===== src/rtl/hazard_ctrl_mc_pkg.sv =====
// Shared constants and types for the pipeline hazard controller.
// Holds the forwarding-select encodings and the mul/div occupancy FSM state type.
package hazard_pkg;

  localparam logic [1:0] FWD_RF  = 2'b00;
  localparam logic [1:0] FWD_WB  = 2'b01;
  localparam logic [1:0] FWD_MEM = 2'b10;

  typedef enum logic {
    IDLE = 1'b0,
    BUSY = 1'b1
  } md_state_t;

endpackage


===== src/rtl/hazard_ctrl_mc_md_occupancy.sv =====
// Mul/div occupancy tracker: keeps the Execute stage held for MD_LATENCY cycles per op.
// The stall request is combinational from state and start; busy is a registered flag.
module md_occupancy
  import hazard_pkg::*;
#(
  parameter int MD_LATENCY = 4
) (
  input  logic clk,
  input  logic reset,
  input  logic i_start,
  output logic o_md_stall,
  output logic o_md_busy
);

  localparam int CW = (MD_LATENCY > 2) ? $clog2(MD_LATENCY - 1) : 1;
  localparam bit MULTI = (MD_LATENCY > 1);
  localparam logic [CW-1:0] LOAD = MULTI ? CW'(MD_LATENCY - 2) : '0;

  md_state_t       r_state;
  logic [CW-1:0]   r_cnt;
  logic            r_busy;

  // The final BUSY cycle (count at zero) releases the stall; a start seen then is the same op.
  assign o_md_stall = (r_state == IDLE) ? (MULTI && i_start) : (r_cnt != '0);
  assign o_md_busy  = r_busy;

  always_ff @(posedge clk or posedge reset) begin
    if (reset) begin
      r_state <= IDLE;
      r_cnt   <= '0;
      r_busy  <= 1'b0;
    end else begin
      case (r_state)
        IDLE: begin
          if (MULTI && i_start) begin
            r_state <= BUSY;
            r_cnt   <= LOAD;
            r_busy  <= 1'b1;
          end
        end
        BUSY: begin
          if (r_cnt != '0) begin
            r_cnt <= r_cnt - CW'(1);
          end else begin
            r_state <= IDLE;
            r_busy  <= 1'b0;
          end
        end
      endcase
    end
  end

endmodule


===== src/rtl/hazard_ctrl_mc.sv =====
// Pipeline hazard controller for the 5-stage MIPS core: stall/flush generation,
// E- and D-stage forwarding selects, mul/div occupancy and a saturating stall counter.
module hazard_ctrl_mc
  import hazard_pkg::*;
#(
  parameter int REG_AW     = 5,
  parameter int MD_LATENCY = 4,
  parameter int CNT_W      = 16
) (
  input  logic              clk,
  input  logic              reset,
  input  logic [REG_AW-1:0] Rs_D,
  input  logic [REG_AW-1:0] Rt_D,
  input  logic [REG_AW-1:0] Rs_E,
  input  logic [REG_AW-1:0] Rt_E,
  input  logic [REG_AW-1:0] Write_Reg_E,
  input  logic [REG_AW-1:0] Write_Reg_M,
  input  logic [REG_AW-1:0] Write_Reg_W,
  input  logic              Reg_Write_E,
  input  logic              Reg_Write_M,
  input  logic              Reg_Write_W,
  input  logic              MemtoReg_E,
  input  logic              MemtoReg_M,
  input  logic              Branch_D,
  input  logic              MD_Start_E,
  input  logic              Stat_Clr,
  output logic              Stall_F,
  output logic              Stall_D,
  output logic              Stall_E,
  output logic              Flush_E,
  output logic              Flush_M,
  output logic [1:0]        Forward_A_E,
  output logic [1:0]        Forward_B_E,
  output logic              Forward_A_D,
  output logic              Forward_B_D,
  output logic              MD_Busy,
  output logic [CNT_W-1:0]  Stall_Count
);

  // Register 0 is hardwired to zero, so it can never be a real dependency.
  function automatic logic hit(input logic [REG_AW-1:0] a, input logic [REG_AW-1:0] b);
    return (a == b) && (a != '0);
  endfunction

  logic             w_lwstall;
  logic             w_brstall;
  logic             w_md_stall;
  logic [CNT_W-1:0] r_stall_count;

  md_occupancy #(
    .MD_LATENCY (MD_LATENCY)
  ) u_md_occupancy (
    .clk        (clk),
    .reset      (reset),
    .i_start    (MD_Start_E),
    .o_md_stall (w_md_stall),
    .o_md_busy  (MD_Busy)
  );

  assign w_lwstall = MemtoReg_E & (hit(Rs_D, Rt_E) | hit(Rt_D, Rt_E));
  assign w_brstall = Branch_D &
                     ((Reg_Write_E & (hit(Rs_D, Write_Reg_E) | hit(Rt_D, Write_Reg_E))) |
                      (MemtoReg_M  & (hit(Rs_D, Write_Reg_M) | hit(Rt_D, Write_Reg_M))));

  assign Forward_A_D = Reg_Write_M & hit(Rs_D, Write_Reg_M);
  assign Forward_B_D = Reg_Write_M & hit(Rt_D, Write_Reg_M);

  always_comb begin
    Forward_A_E = FWD_RF;
    Forward_B_E = FWD_RF;
    if (Reg_Write_M && hit(Rs_E, Write_Reg_M))      Forward_A_E = FWD_MEM;
    else if (Reg_Write_W && hit(Rs_E, Write_Reg_W)) Forward_A_E = FWD_WB;
    if (Reg_Write_M && hit(Rt_E, Write_Reg_M))      Forward_B_E = FWD_MEM;
    else if (Reg_Write_W && hit(Rt_E, Write_Reg_W)) Forward_B_E = FWD_WB;
  end

  // A mul/div hold already freezes D, so lw/branch stalls are masked underneath it.
  always_comb begin
    Stall_F = 1'b0;
    Stall_D = 1'b0;
    Stall_E = 1'b0;
    Flush_E = 1'b0;
    Flush_M = 1'b0;
    if (w_md_stall) begin
      Stall_F = 1'b1;
      Stall_D = 1'b1;
      Stall_E = 1'b1;
      Flush_M = 1'b1;
    end else if (w_lwstall || w_brstall) begin
      Stall_F = 1'b1;
      Stall_D = 1'b1;
      Flush_E = 1'b1;
    end
  end

  always_ff @(posedge clk or posedge reset) begin
    if (reset) begin
      r_stall_count <= '0;
    end else if (Stat_Clr) begin
      r_stall_count <= '0;
    end else if (Stall_F && (r_stall_count != '1)) begin
      r_stall_count <= r_stall_count + CNT_W'(1);
    end
  end

  assign Stall_Count = r_stall_count;

endmodule


===== config.mk =====
export PLATFORM = sky130hd
export DESIGN_NAME = hazard_ctrl_mc
export DESIGN_NICKNAME = d
export VERILOG_FILES = /design/src/rtl/hazard_ctrl_mc_pkg.sv /design/src/rtl/hazard_ctrl_mc_md_occupancy.sv /design/src/rtl/hazard_ctrl_mc.sv
export SDC_FILE = /design/constraint.sdc
export NUM_CORES = 1
export LEC_CHECK = 0
export BUFFER_PORTS_ARGS = -buffer_cell sky130_fd_sc_hd__buf_4
export CORE_AREA = 4 4 70 72
export CTS_CLUSTER_SIZE = 28
export DETAILED_ROUTE_END_ITERATION = 16
export DIE_AREA = 0 0 74 76
export GPL_ROUTABILITY_DRIVEN = 0
export PLACE_DENSITY = 0.8
export SKIP_CTS_REPAIR_TIMING = 1
export SYNTH_ARGS = -nofsm -noshare
export SYNTH_HDL_FRONTEND = slang
export SYNTH_SLANG_ARGS = --single-unit

===== constraint.sdc =====
create_clock -name clk -period 2.2 [get_ports clk]
set_input_delay 0.33 -clock clk [delete_from_list [all_inputs] [get_ports clk]]
set_output_delay 0.33 -clock clk [all_outputs]
set_load 0.01 [all_outputs]

==> Yosys cells after proc, flatten, opt, wreduce, memory -nomap -nowiden <==
Index checks and enable logic that the tools add are counted.
{ "op_classes": {"reduce_logical": 24, "add_sub_neg": 2, "eq_ne": 14, "bitwise": 11, "n_mux": 20} }
{ "op_table": {"columns": ["cell", "count"], "rows": [
  ["$eq 5x5->1", 10],
  ["$mux 16", 2],
  ["$reduce_bool 5->1", 4],
  ["$add 16x1->16 const B", 1],
  ["$ne 16x16->1 const B", 1],
  ["$logic_and 1x1->1", 15],
  ["$mux 1", 11],
  ["$mux 2", 4],
  ["$and 1x1->1", 6],
  ["$ne 2x2->1 const B", 3],
  ["$or 1x1->1", 4],
  ["$pmux 1 s2", 2],
  ["$pmux 2 s2", 1],
  ["$reduce_and 2->1", 2],
  ["$reduce_bool 2->1", 2],
  ["$sub 2x1->2 const B", 1],
  ["$logic_or 1x1->1", 1],
  ["$not 1->1", 1]
]} }
{ "word_totals": {"register_bits": 20, "output_inout_bits": 28, "inputBits": 45} }

==> Depth between registers and ports, before layout <==
Gate-level depths: netlist (run 1).
{ "depth": {"ltp_word": 12, "mapped_depth": 11} }

==> Hierarchy <==
Synthesis (run 1) repeated with hierarchy kept, for this count alone.
{ "hier_totals": {"hier_cells": 219, "area_unflattened_um2": 1875.5} }
{ "modules_own_cells": {"columns": ["module", "cells_each", "n_inst", "area_per_inst_um2"], "rows": [
  ["hazard_ctrl_mc", 201, 1, 1681.6],
  ["md_occupancy", 18, 1, 193.9]
]} }

==> Worst setup path after synthesis (run 1) <==
Ideal clock, no wire load.
{ "synth_timing": {"path_kind": "input port to output port", "start": "in Rs_D[1]", "end": "out Stall_F", "cell_stages": 9, "n_path_buf": 3, "t_arrival_ns": 1.896, "slack_ns": -0.026, "path_cell_list": "or4_1 > nor2_2 > nor4_2 > o211ai_1 > and4b_1 > buf_6 > buf_8 > inv_4 > buf_4"} }
{ "synth_via": {"elab_chain_len": 9, "elab_cells_between_ends": 18, "classes_between": "eq/ne: 3; mux: 2; bitwise: 8; reduce/logical: 5"} }
{ "synth_lines": {"columns": ["element", "line_no", "text"], "rows": [
  ["from (decl)", "hazard_ctrl_mc.sv:12", "input logic [REG_AW-1:0] Rs_D,"],
  ["$eq 5x5->1 / $reduce_bool 5->1 (equally long branches)", "hazard_ctrl_mc.sv:42", "return (a == b) && (a != '0);"],
  ["$logic_and 1x1->1", "hazard_ctrl_mc.sv:42", null],
  ["$or 1x1->1, on equally long branches", "hazard_ctrl_mc.sv:62, hazard_ctrl_mc.sv:63", null],
  ["$and 1x1->1, on equally long branches", "hazard_ctrl_mc.sv:62, hazard_ctrl_mc.sv:63", null],
  ["$or 1x1->1", "hazard_ctrl_mc.sv:62", "((Reg_Write_E & (hit(Rs_D, Write_Reg_E) | hit(Rt_D, Write_Reg_E))) |"],
  ["$and 1x1->1", "hazard_ctrl_mc.sv:61", "assign w_brstall = Branch_D &"],
  ["$logic_or 1x1->1 *", "hazard_ctrl_mc.sv:89", "end else if (w_lwstall || w_brstall) begin"],
  ["$mux 1 * (2 in a row)", null, null],
  ["to (decl)", "hazard_ctrl_mc.sv:27", "output logic Stall_F,"]
]} }
Every way passes the cells marked *; elsewhere a longest branch is shown, timed or not.

==> Worst setup path in the final report (run 1) <==
{ "layout_timing": {"start": "in Rt_D[4]", "end": "out Stall_F"} }
{ "layout_via": {"elab_chain_len": 9, "elab_cells_between_ends": 18, "classes_between": "eq/ne: 3; mux: 2; bitwise: 8; reduce/logical: 5"} }
{ "layout_lines": {"columns": ["element", "line_no", "text"], "rows": [
  ["from (decl)", "hazard_ctrl_mc.sv:13", "input logic [REG_AW-1:0] Rt_D,"],
  ["$eq 5x5->1 / $reduce_bool 5->1 (equally long branches)", "hazard_ctrl_mc.sv:42", null],
  ["$logic_and 1x1->1", "hazard_ctrl_mc.sv:42", null],
  ["$or 1x1->1, on equally long branches", "hazard_ctrl_mc.sv:62, hazard_ctrl_mc.sv:63", null],
  ["$and 1x1->1, on equally long branches", "hazard_ctrl_mc.sv:62, hazard_ctrl_mc.sv:63", null],
  ["$or 1x1->1", "hazard_ctrl_mc.sv:62", null],
  ["$and 1x1->1", "hazard_ctrl_mc.sv:61", null],
  ["$logic_or 1x1->1 *", "hazard_ctrl_mc.sv:89", null],
  ["$mux 1 *", "hazard_ctrl_mc.sv:89", null],
  ["$mux 1 *", "hazard_ctrl_mc.sv:84", "if (w_md_stall) begin"]
]} }
Marks and branches as above.

==> qor.csv, run 1 <==
metric,value,unit
status,"complete, but fails checks",
failing checks,setup timing,
final setup margin,-140,ps
Syn Area/Cell,8.62,um2
count of buffers from port buffering,72,
vias in the first global route,2000,
largest net degree at the start of global routing,27,
setup TNS,-745,ps
"Period Utilization, post-route",106,%
Post-Syn Area,0.00182,mm2
Sequential Power Share,28.4,%
CP Capture Type,output port,
Via density,5.65,
Max VDD drop,233,uV
Slew Limit Fails,0,
relative slew slack,49.2,%
Buf/Inv on CP,4,
initial drt markers,195,
DR DRC count,0,
ys async rst share,100,%
# H-tree levels,1,
Die W,74,um
Final Hold Viols,0,
first-pass GRT wire length,9270,um
post-synthesis instance total,211,
"CTS clk-pin slew, worst paths",70,ps
P_int,0.00106,W
Die ar.,0.00562,mm2
Cell variety after synth,38,
synth-to-layout area growth,52.3,%
Tot GR Track Use,20.2,%
"Max FO, Critical Path",7,
IO Pins,73,
syn nets,258,
total power,0.00166,W
Final min period,2340,ps
TritonRoute pass-1 iters,4,
HPWL reported at the end of detailed placement,4600,um
worst r2r path cells,8,
Worst setup SP type,input pin,
final setup fails,11,
Avg WL per Cell,16.6,um
final core occ,64.5,%
Power Dens Cells,601,mW/mm2
clk buf depth,2,
P_leak,1.21,nW
Placement Rows,24,
Final Skew,1.13,ps
Worst Hold Class,in2async,
DR vias,2033,
CTS tree,done,
Logic pwr share,57.1,%
DIE HEIGHT,76,um
Clk pwr share,14.5,%
initial antenna violation count,0,
Synth Flop Type,dfrtp_1,
number of diodes,0,
synth warn,0,
DRT antenna net count,0,
post-synthesis sequential area ratio,27.5,%
Post-synth EDFFs,0,
RSZ-0062 raised after global routing,yes,
Critical-path top delay cell,or4_4,
cts bufs inserted,3,
Yosys reg bits,20,
layout net count,357,
CTS root buffer,clkbuf_8,
Clock Latency Late Sink,260,ps
Worst path top cell family by delay,simple AND/OR/NAND/NOR gates,
global route total overflow,0,
Initial Util,42.3,%
CP Cell Sequence,buf_8 > or4_4 > nor2_4 > nor4_1 > o21ai_1 > and4b_2 > buf_12 > inv_8 > buf_6,
largest stage delay on the critical path,540,ps
Routed WL,5980,um
Worst-Margin Slew,761,ps
Max-Cap Viols,0,
Clock Sinks,20,
CP arrival,2010,ps
worst hold slack,207,ps
fmax,0.427,GHz
P_sw,0.000606,W
WS Path Type,in2out,
core area,0.00429,mm2
Worst EP required,1870,ps
layout cells sized above 1,41.2,%
switching portion of total power,36.4,%
Crit path depth,9,
final cells by class:
cell class	count	area [um2]
fill	347	1530
sequential	20	500
inverter	7	33.8
clock buffer	3	41.3
tap	52	65.1
timing repair buffer	108	871
multi-input combinational	170	1260
registers in the layout, indices dropped and copies added (netlist names):
register                  cells
Stall_Count                  16
u_md_occupancy.r_state        1
u_md_occupancy.o_md_busy      1
u_md_occupancy.r_cnt          2
stage by stage:
stage	std cells	instance area, um2	setup slack, ps
global route	360	2770	-211
global placement	351	2600	-169
detailed placement	351	2600	-230
floorplan	211	1850	-0.446
finish	360	2770	-140
CTS	354	2650	-225
cells in the mapped netlist, types with 2 or more instances:
cell      instances  area [um2]
xnor2_1          35         307
dfrtp_1          20         500
a21oi_1          17        85.1
xor2_1           16         140
nand3_1          12        60.1
nand2_1           9        33.8
clkbuf_1          8        30.0
nand4_1           8        50.1
nor4_1            8        50.1
or4_1             8        60.1
nor2_1            7        26.3
o31ai_1           7        52.6
inv_1             6        22.5
or3_1             6        37.5
and3_1            5        31.3
o21ai_1           5        25.0
nor4_2            3        37.5
and2_1            2        12.5
buf_4             2        15.0
buf_6             2        22.5
ha_1              2        25.0
nor2_2            2        12.5
nor2b_1           2        12.5
o211ai_1          2        15.0
o21ai_0           2        10.0
o41ai_1           2        17.5
or4b_1            2        20.0
worst reg2reg max path, delay by kind of cell (launching register included):
family | cells | cell delay [ps]
compound gates | 2 | 380
buf+inv | 3 | 370
flops | 1 | 370
simple gates | 2 | 780
fa+ha+maj | 1 | 260
layer usage:
metal,vias up,part of all wire (%),global-route usage (%)
met5,-,0,0
met3,16,5.7,2.51
met4,0,2.6,6.16
met1,969,40,25.9
met2,86,51,34.7
li1,962,-,-
placed cells by master (no fill, tap or decap), types with 2 or more instances in the layout:
| master | synthesis | final |
|---|---|---|
| nand4_1 | 8 | 8 |
| o41ai_1 | 2 | 2 |
| o211ai_1 | 2 | 2 |
| xor2_1 | 16 | 16 |
| buf_6 | 2 | 4 |
| or4b_1 | 2 | 2 |
| nor4_1 | 8 | 6 |
| or4_1 | 8 | 6 |
| o21ai_1 | 5 | 5 |
| ha_1 | 2 | 2 |
| dfrtp_1 | 20 | 20 |
| nor2_4 | 0 | 2 |
| xnor2_1 | 35 | 35 |
| nand2_1 | 9 | 9 |
| nor2_1 | 7 | 6 |
| a21oi_1 | 17 | 16 |
| clkbuf_8 | 0 | 3 |
| or3_1 | 6 | 6 |
| buf_4 | 2 | 100 |
| o21ai_0 | 2 | 2 |
| and3_1 | 5 | 5 |
| nor2b_1 | 2 | 2 |
| buf_8 | 1 | 2 |
| o31ai_1 | 7 | 7 |
| nand3_1 | 12 | 12 |
| inv_1 | 6 | 6 |
| nor4_2 | 3 | 3 |
| a21oi_2 | 1 | 2 |
| or4_4 | 0 | 2 |
| and2_1 | 2 | 2 |
| nor4_4 | 0 | 2 |
cell families after synthesis:
family / Yosys count / share of synthesized area (%)
buffers and inverters: 21 / 6.33
flip-flops: 20 / 27.5
AND/OR/NAND/NOR: 77 / 25.9
AO/OA/AOI/OAI: 39 / 13.5
multiplexers: 1 / 0.826
adder cells (fa/ha/maj): 2 / 1.38
XOR/XNOR: 51 / 24.6
worst paths after layout:
path / startpoint / to / slack [ps]
setup / recovery: Rt_D[4] / Stall_F / -140
hold / removal: reset / u_md_occupancy.r_cnt[0]$_DFFE_PP0P_ / 210
setup reg to reg: u_md_occupancy.r_cnt[0]$_DFFE_PP0P_ / Stall_Count[7]$_DFFE_PP0P_ / -50
hold reg to reg: u_md_occupancy.r_cnt[1]$_DFFE_PP0P_ / u_md_occupancy.r_cnt[1]$_DFFE_PP0P_ / 510
max in group asynchronous: reset / Stall_Count[14]$_DFFE_PP0P_ / 1520
min in group clk: MD_Start_E / u_md_occupancy.r_cnt[0]$_DFFE_PP0P_ / 270
power by group through the flow:
stage	clock (W)	sequential, W	combinational (W)
floorplan	0	0.000484	0.000493
global placement	0	0.000474	0.000782
detailed placement	0	0.000477	0.000810
CTS	0.000239	0.000470	0.000814
global route	0.000259	0.000479	0.00102
finish	0.000241	0.000473	0.000950
Power figures use the tool's default switching activity.
==> run 2, diff against run 1 <==
--- a/config.mk
+++ b/config.mk
@@ -12,6 +12,7 @@
 export DIE_AREA = 0 0 74 76
 export GPL_ROUTABILITY_DRIVEN = 0
 export PLACE_DENSITY = 0.8
+export SETUP_SLACK_MARGIN = 0.2
 export SKIP_CTS_REPAIR_TIMING = 1
 export SYNTH_ARGS = -nofsm -noshare
 export SYNTH_HDL_FRONTEND = slang
==> qor.csv, run 2 (synthesis gave the netlist of run 1 again) <==
metric,value,unit,change
Worst EP required,1870,ps,about the same
number of diodes,0,,unchanged
P_int,0.00125,W,+18%
Worst-Margin Slew,794,ps,+32.5 ps
"commonest non-fill, non-tap cells in the layout","96 x buf_4, 32 x xnor2_1, 22 x buf_6",,
synth-to-layout area growth,74.6,%,
Final Skew,3.39,ps,+2.26 ps
CTS tree,done,,
HPWL reported at the end of detailed placement,4440,um,-3.3%
final setup fails,4,,-7
TritonRoute pass-1 iters,4,,unchanged
DRT antenna net count,0,,unchanged
Finished Cell Area,0.00317,mm2,+15%
"CTS clk-pin slew, worst paths",80,ps,about the same
DR vias,2117,,+4.1%
Die W,74,um,unchanged
Sequential Power Share,24.4,%,-4.0 points
Worst setup SP type,input pin,,
"Period Utilization, post-route",106,%,about the same
Slew Limit Fails,0,,unchanged
fmax,0.427,GHz,about the same
CP Capture Type,output port,,
P_leak,1.35,nW,+12%
cts bufs inserted,3,,unchanged
Avg WL per Cell,17.7,um,+6.8%
Initial Util,42.3,%,unchanged
final setup margin,-141,ps,-1.12 ps
layout net count,373,,+4.5%
# H-tree levels,1,,unchanged
relative slew slack,47.0,%,-2.2 points
IO Pins,73,,unchanged
"commonest non-fill, non-tap cell in the layout",buf_4,,
Max VDD drop,269,uV,+16%
Clk pwr share,12.9,%,-1.6 points
core area,0.00429,mm2,unchanged
"Max FO, Critical Path",5,,-2
Power Dens Cells,615,mW/mm2,+2.4%
global route total overflow,0,,unchanged
DR DRC count,0,,unchanged
CP arrival,2010,ps,about the same
largest net degree at the start of global routing,21,,-22%
Clock Sinks,20,,unchanged
Placement Rows,24,,unchanged
Largest register FFs,16,,unchanged
cell count after placement,355,,+1.1%
Clock Latency Late Sink,270,ps,about the same
Routed WL,6660,um,+12%
vias in the first global route,2015,,+0.75%
setup TNS,-322,ps,+424 ps
worst hold slack,213,ps,+6.32 ps
first-pass GRT wire length,8780,um,-5.3%
Finished Layout Cells,376,,+4.4%
Worst Hold Class,in2async,,
Via density,5.63,,-0.30%
switching portion of total power,36.1,%,-0.34 points
CTS root buffer,clkbuf_8,,
Die ar.,0.00562,mm2,unchanged
clk buf depth,2,,unchanged
Tot GR Track Use,19.1,%,-1.1 points
DIE HEIGHT,76,um,unchanged
initial antenna violation count,0,,unchanged
layout cells sized above 1,56.8,%,+16 points
P_sw,0.000705,W,+16%
Logic pwr share,62.7,%,+5.6 points
count of buffers from port buffering,72,,unchanged
RSZ-0062 raised after global routing,yes,,
Final min period,2340,ps,+1.12 ps
status,"complete, but fails checks",,
failing checks,setup timing,,
dpl cell area,0.00265,mm2,+1.8%
WS Path Type,in2out,,
initial drt markers,136,,-30%
Final Hold Viols,0,,unchanged
Max-Cap Viols,0,,unchanged
[run 2: cell count changes in the layout (fill, tap and decap cells not counted), sizes merged]
cell,before,now
buf,107,123
[run 2: per-stage QoR]
step	setup WS [ps]	total power [W]	utilization, %
floorplan	1.38	0.000987	-
finish	-141	0.00195	73.9
global route	-187	0.00205	73.9
detailed placement	-174	0.00132	61.7
CTS	-173	0.00157	62.7
global placement	-143	0.00129	61.7
[run 2: layout make-up]
type                            count  area [um2]
Fill cell                         289        1120
Clock buffer                        3        41.3
Timing Repair Buffer              124        1070
Tap cell                           52        65.1
Sequential cell                    20         500
Inverter                            7        33.8
Multi-Input combinational cell    170        1460
[run 2: routing by layer]
layer	track usage [%]	vias to the layer above	part of all wire (%)
li1	-	989	-
met1	22.8	1029	38
met2	33.2	88	53
met3	4.22	11	6.7
met4	6.16	0	2.1
met5	0	-	0
[run 2: power by group through the flow]
stage,registers [W],clock network [W],logic (W)
floorplan,0.000486,0,0.000501
global placement,0.000474,0,0.000819
detailed placement,0.000479,0,0.000844
CTS,0.000473,0.000251,0.000844
global route,0.000482,0.000269,0.00130
finish,0.000476,0.000252,0.00122
[run 2: worst paths after layout]
kind	slack, ps	end	cells past startpoint	startpoint
setup / recovery	-140	Stall_D	9	Rt_D[4]
hold / removal	210	Stall_Count[1]$_DFFE_PP0P_	2	reset
setup reg to reg	60	Stall_Count[7]$_DFFE_PP0P_	8	u_md_occupancy.r_cnt[0]$_DFFE_PP0P_
hold reg to reg	540	u_md_occupancy.r_cnt[1]$_DFFE_PP0P_	1	u_md_occupancy.r_cnt[1]$_DFFE_PP0P_
max in group asynchronous	1500	u_md_occupancy.o_md_busy$_DFFE_PP0P_	2	reset
min in group clk	250	u_md_occupancy.r_cnt[0]$_DFFE_PP0P_	2	MD_Start_E
[run 2: worst max-delay path: stages]
cell and delay (ps):
buf_8 110, or4_4 550, nor2_4 160, nor4_4 70
o211ai_1 220, and4b_2 300, buf_12 140, inv_8 40
buf_6 110
==> run 3, diff against run 2 <==
--- a/config.mk
+++ b/config.mk
@@ -12,6 +12,7 @@
 export DIE_AREA = 0 0 74 76
 export GPL_ROUTABILITY_DRIVEN = 0
 export PLACE_DENSITY = 0.8
+export REMOVE_ABC_BUFFERS = 1
 export SETUP_SLACK_MARGIN = 0.2
 export SKIP_CTS_REPAIR_TIMING = 1
 export SYNTH_ARGS = -nofsm -noshare
==> qor.csv, run 3 (synthesis gave the netlist of run 1 again) <==
metric,value,unit,change
Tot GR Track Use,19.6,%,+0.47 points
Final Hold Viols,0,,unchanged
"commonest non-fill, non-tap cell in the layout",buf_4,,
layout cells sized above 1,43.1,%,-14 points
final setup margin,-159,ps,-17.6 ps
fmax,0.424,GHz,-0.75%
largest stage delay on the critical path,550,ps,about the same
DRT antenna net count,0,,unchanged
met3 wire len,494,um,+11%
Slew Limit Fails,0,,unchanged
DIE HEIGHT,76,um,unchanged
status,"complete, but fails checks",,
initial antenna violation count,0,,unchanged
Critical-path top delay cell,or4_4,,
CP Capture Type,output port,,
Die ar.,0.00562,mm2,unchanged
# H-tree levels,1,,unchanged
CTS tree,done,,
Max-Cap Viols,0,,unchanged
vias in the first global route,2025,,+0.50%
Routed WL,6080,um,-8.7%
CP arrival,2030,ps,+20 ps
number of diodes,0,,unchanged
IO Pins,73,,unchanged
CTS root buffer,clkbuf_8,,
Avg WL per Cell,16.8,um,-5.4%
worst hold slack,211,ps,-1.98 ps
fill cell count,332,,+15%
RSZ-0062 raised after global routing,yes,,
TritonRoute pass-1 iters,4,,unchanged
WS Path Type,in2out,,
max layer used,met4,,
synth-to-layout area growth,56.2,%,
Worst setup SP type,input pin,,
Place WS,-230,ps,-55.7 ps
core area,0.00429,mm2,unchanged
count of buffers from port buffering,72,,unchanged
final core occ,66.1,%,-7.8 points
Final min period,2360,ps,+17.6 ps
DR DRC count,0,,unchanged
"Period Utilization, post-route",107,%,+0.80 points
Worst EP required,1870,ps,about the same
first-pass GRT wire length,9140,um,+4.1%
met2 WL post-DR,2980,um,-16%
"commonest non-fill, non-tap cells in the layout","99 x buf_4, 35 x xnor2_1, 20 x dfrtp_1",,
P_leak,1.23,nW,-8.6%
Clock Latency Late Sink,260,ps,about the same
initial drt markers,114,,-16%
failing checks,setup timing,,
Worst path top cell family by delay,simple AND/OR/NAND/NOR gates,,
Largest register FFs,16,,unchanged
HPWL reported at the end of detailed placement,4450,um,+0.17%
setup TNS,-992,ps,-670 ps
"Max FO, Critical Path",5,,unchanged
CP Cell Sequence,buf_4 > or4_4 > nor2_4 > nor4_1 > o211ai_1 > and4b_2 > buf_12 > inv_8 > buf_6,,
layout net count,360,,-3.5%
met1 wire length,2460,um,-3.3%
relative slew slack,48.6,%,+1.5 points
Via density,5.63,,about the same
clk buf depth,2,,unchanged
Clock Sinks,20,,unchanged
Worst-Margin Slew,771,ps,-23.1 ps
final setup fails,13,,+9
Initial Util,42.3,%,unchanged
largest net degree at the start of global routing,22,,+4.8%
Power Dens Cells,615,mW/mm2,about the same
Placement Rows,24,,unchanged
Buf/Inv on CP,4,,unchanged
Die W,74,um,unchanged
cts bufs inserted,3,,unchanged
Worst Hold Class,in2async,,
global route total overflow,0,,unchanged
"CTS clk-pin slew, worst paths",80,ps,about the same
Final Skew,8.39,ps,+5.01 ps
DR vias,2042,,-3.5%
Max VDD drop,273,uV,+1.5%
[run 3: layout make-up]
class                      instances  area [um2]  share of cell area [%]
tap                               52        65.1                    2.29
multi-input combinational        170        1290                    45.6
inverter                           7        33.8                    1.19
sequential                        20         500                    17.6
timing repair buffer             111         905                    31.9
clock buffer                       3        41.3                    1.45
[run 3: metal layers]
metal | up-vias | GRT usage [%]
met5 | - | 0
met4 | 0 | 6.70
met3 | 14 | 3.69
met2 | 101 | 31.6
met1 | 956 | 25.8
li1 | 971 | -
[run 3: path summary, 6_finish.rpt]
kind                       slack, ps  cells after the start                                 from                                  end
hold / removal                   210                      2                                reset          Stall_Count[15]$_DFFE_PP0P_
setup reg to reg                 -40                      8  u_md_occupancy.r_cnt[0]$_DFFE_PP0P_          Stall_Count[10]$_DFFE_PP0P_
max in group asynchronous       1500                      2                                reset          Stall_Count[13]$_DFFE_PP0P_
setup / recovery                -160                      9                              Rt_D[1]                              Stall_F
hold reg to reg                  500                      1  u_md_occupancy.r_cnt[1]$_DFFE_PP0P_  u_md_occupancy.r_cnt[1]$_DFFE_PP0P_
min in group clk                 260                      2                           MD_Start_E  u_md_occupancy.r_cnt[0]$_DFFE_PP0P_
[run 3: where the power goes]
| group | total, W | switching, W | internal [W] |
|---|---|---|---|
| Sequential | 0.000468 | 0.0000429 | 0.000425 |
| Clock | 0.000237 | 0.000115 | 0.000122 |
| Combinational | 0.00104 | 0.000470 | 0.000572 |
[run 3: metrics by stage]
stage               instances  area [um2]  power, W
finish                    363        2840   0.00175
global route              363        2840   0.00185
CTS                       351        2590   0.00152
detailed placement        348        2550   0.00128
global placement          348        2550   0.00126
floorplan                 197        1730  0.000841
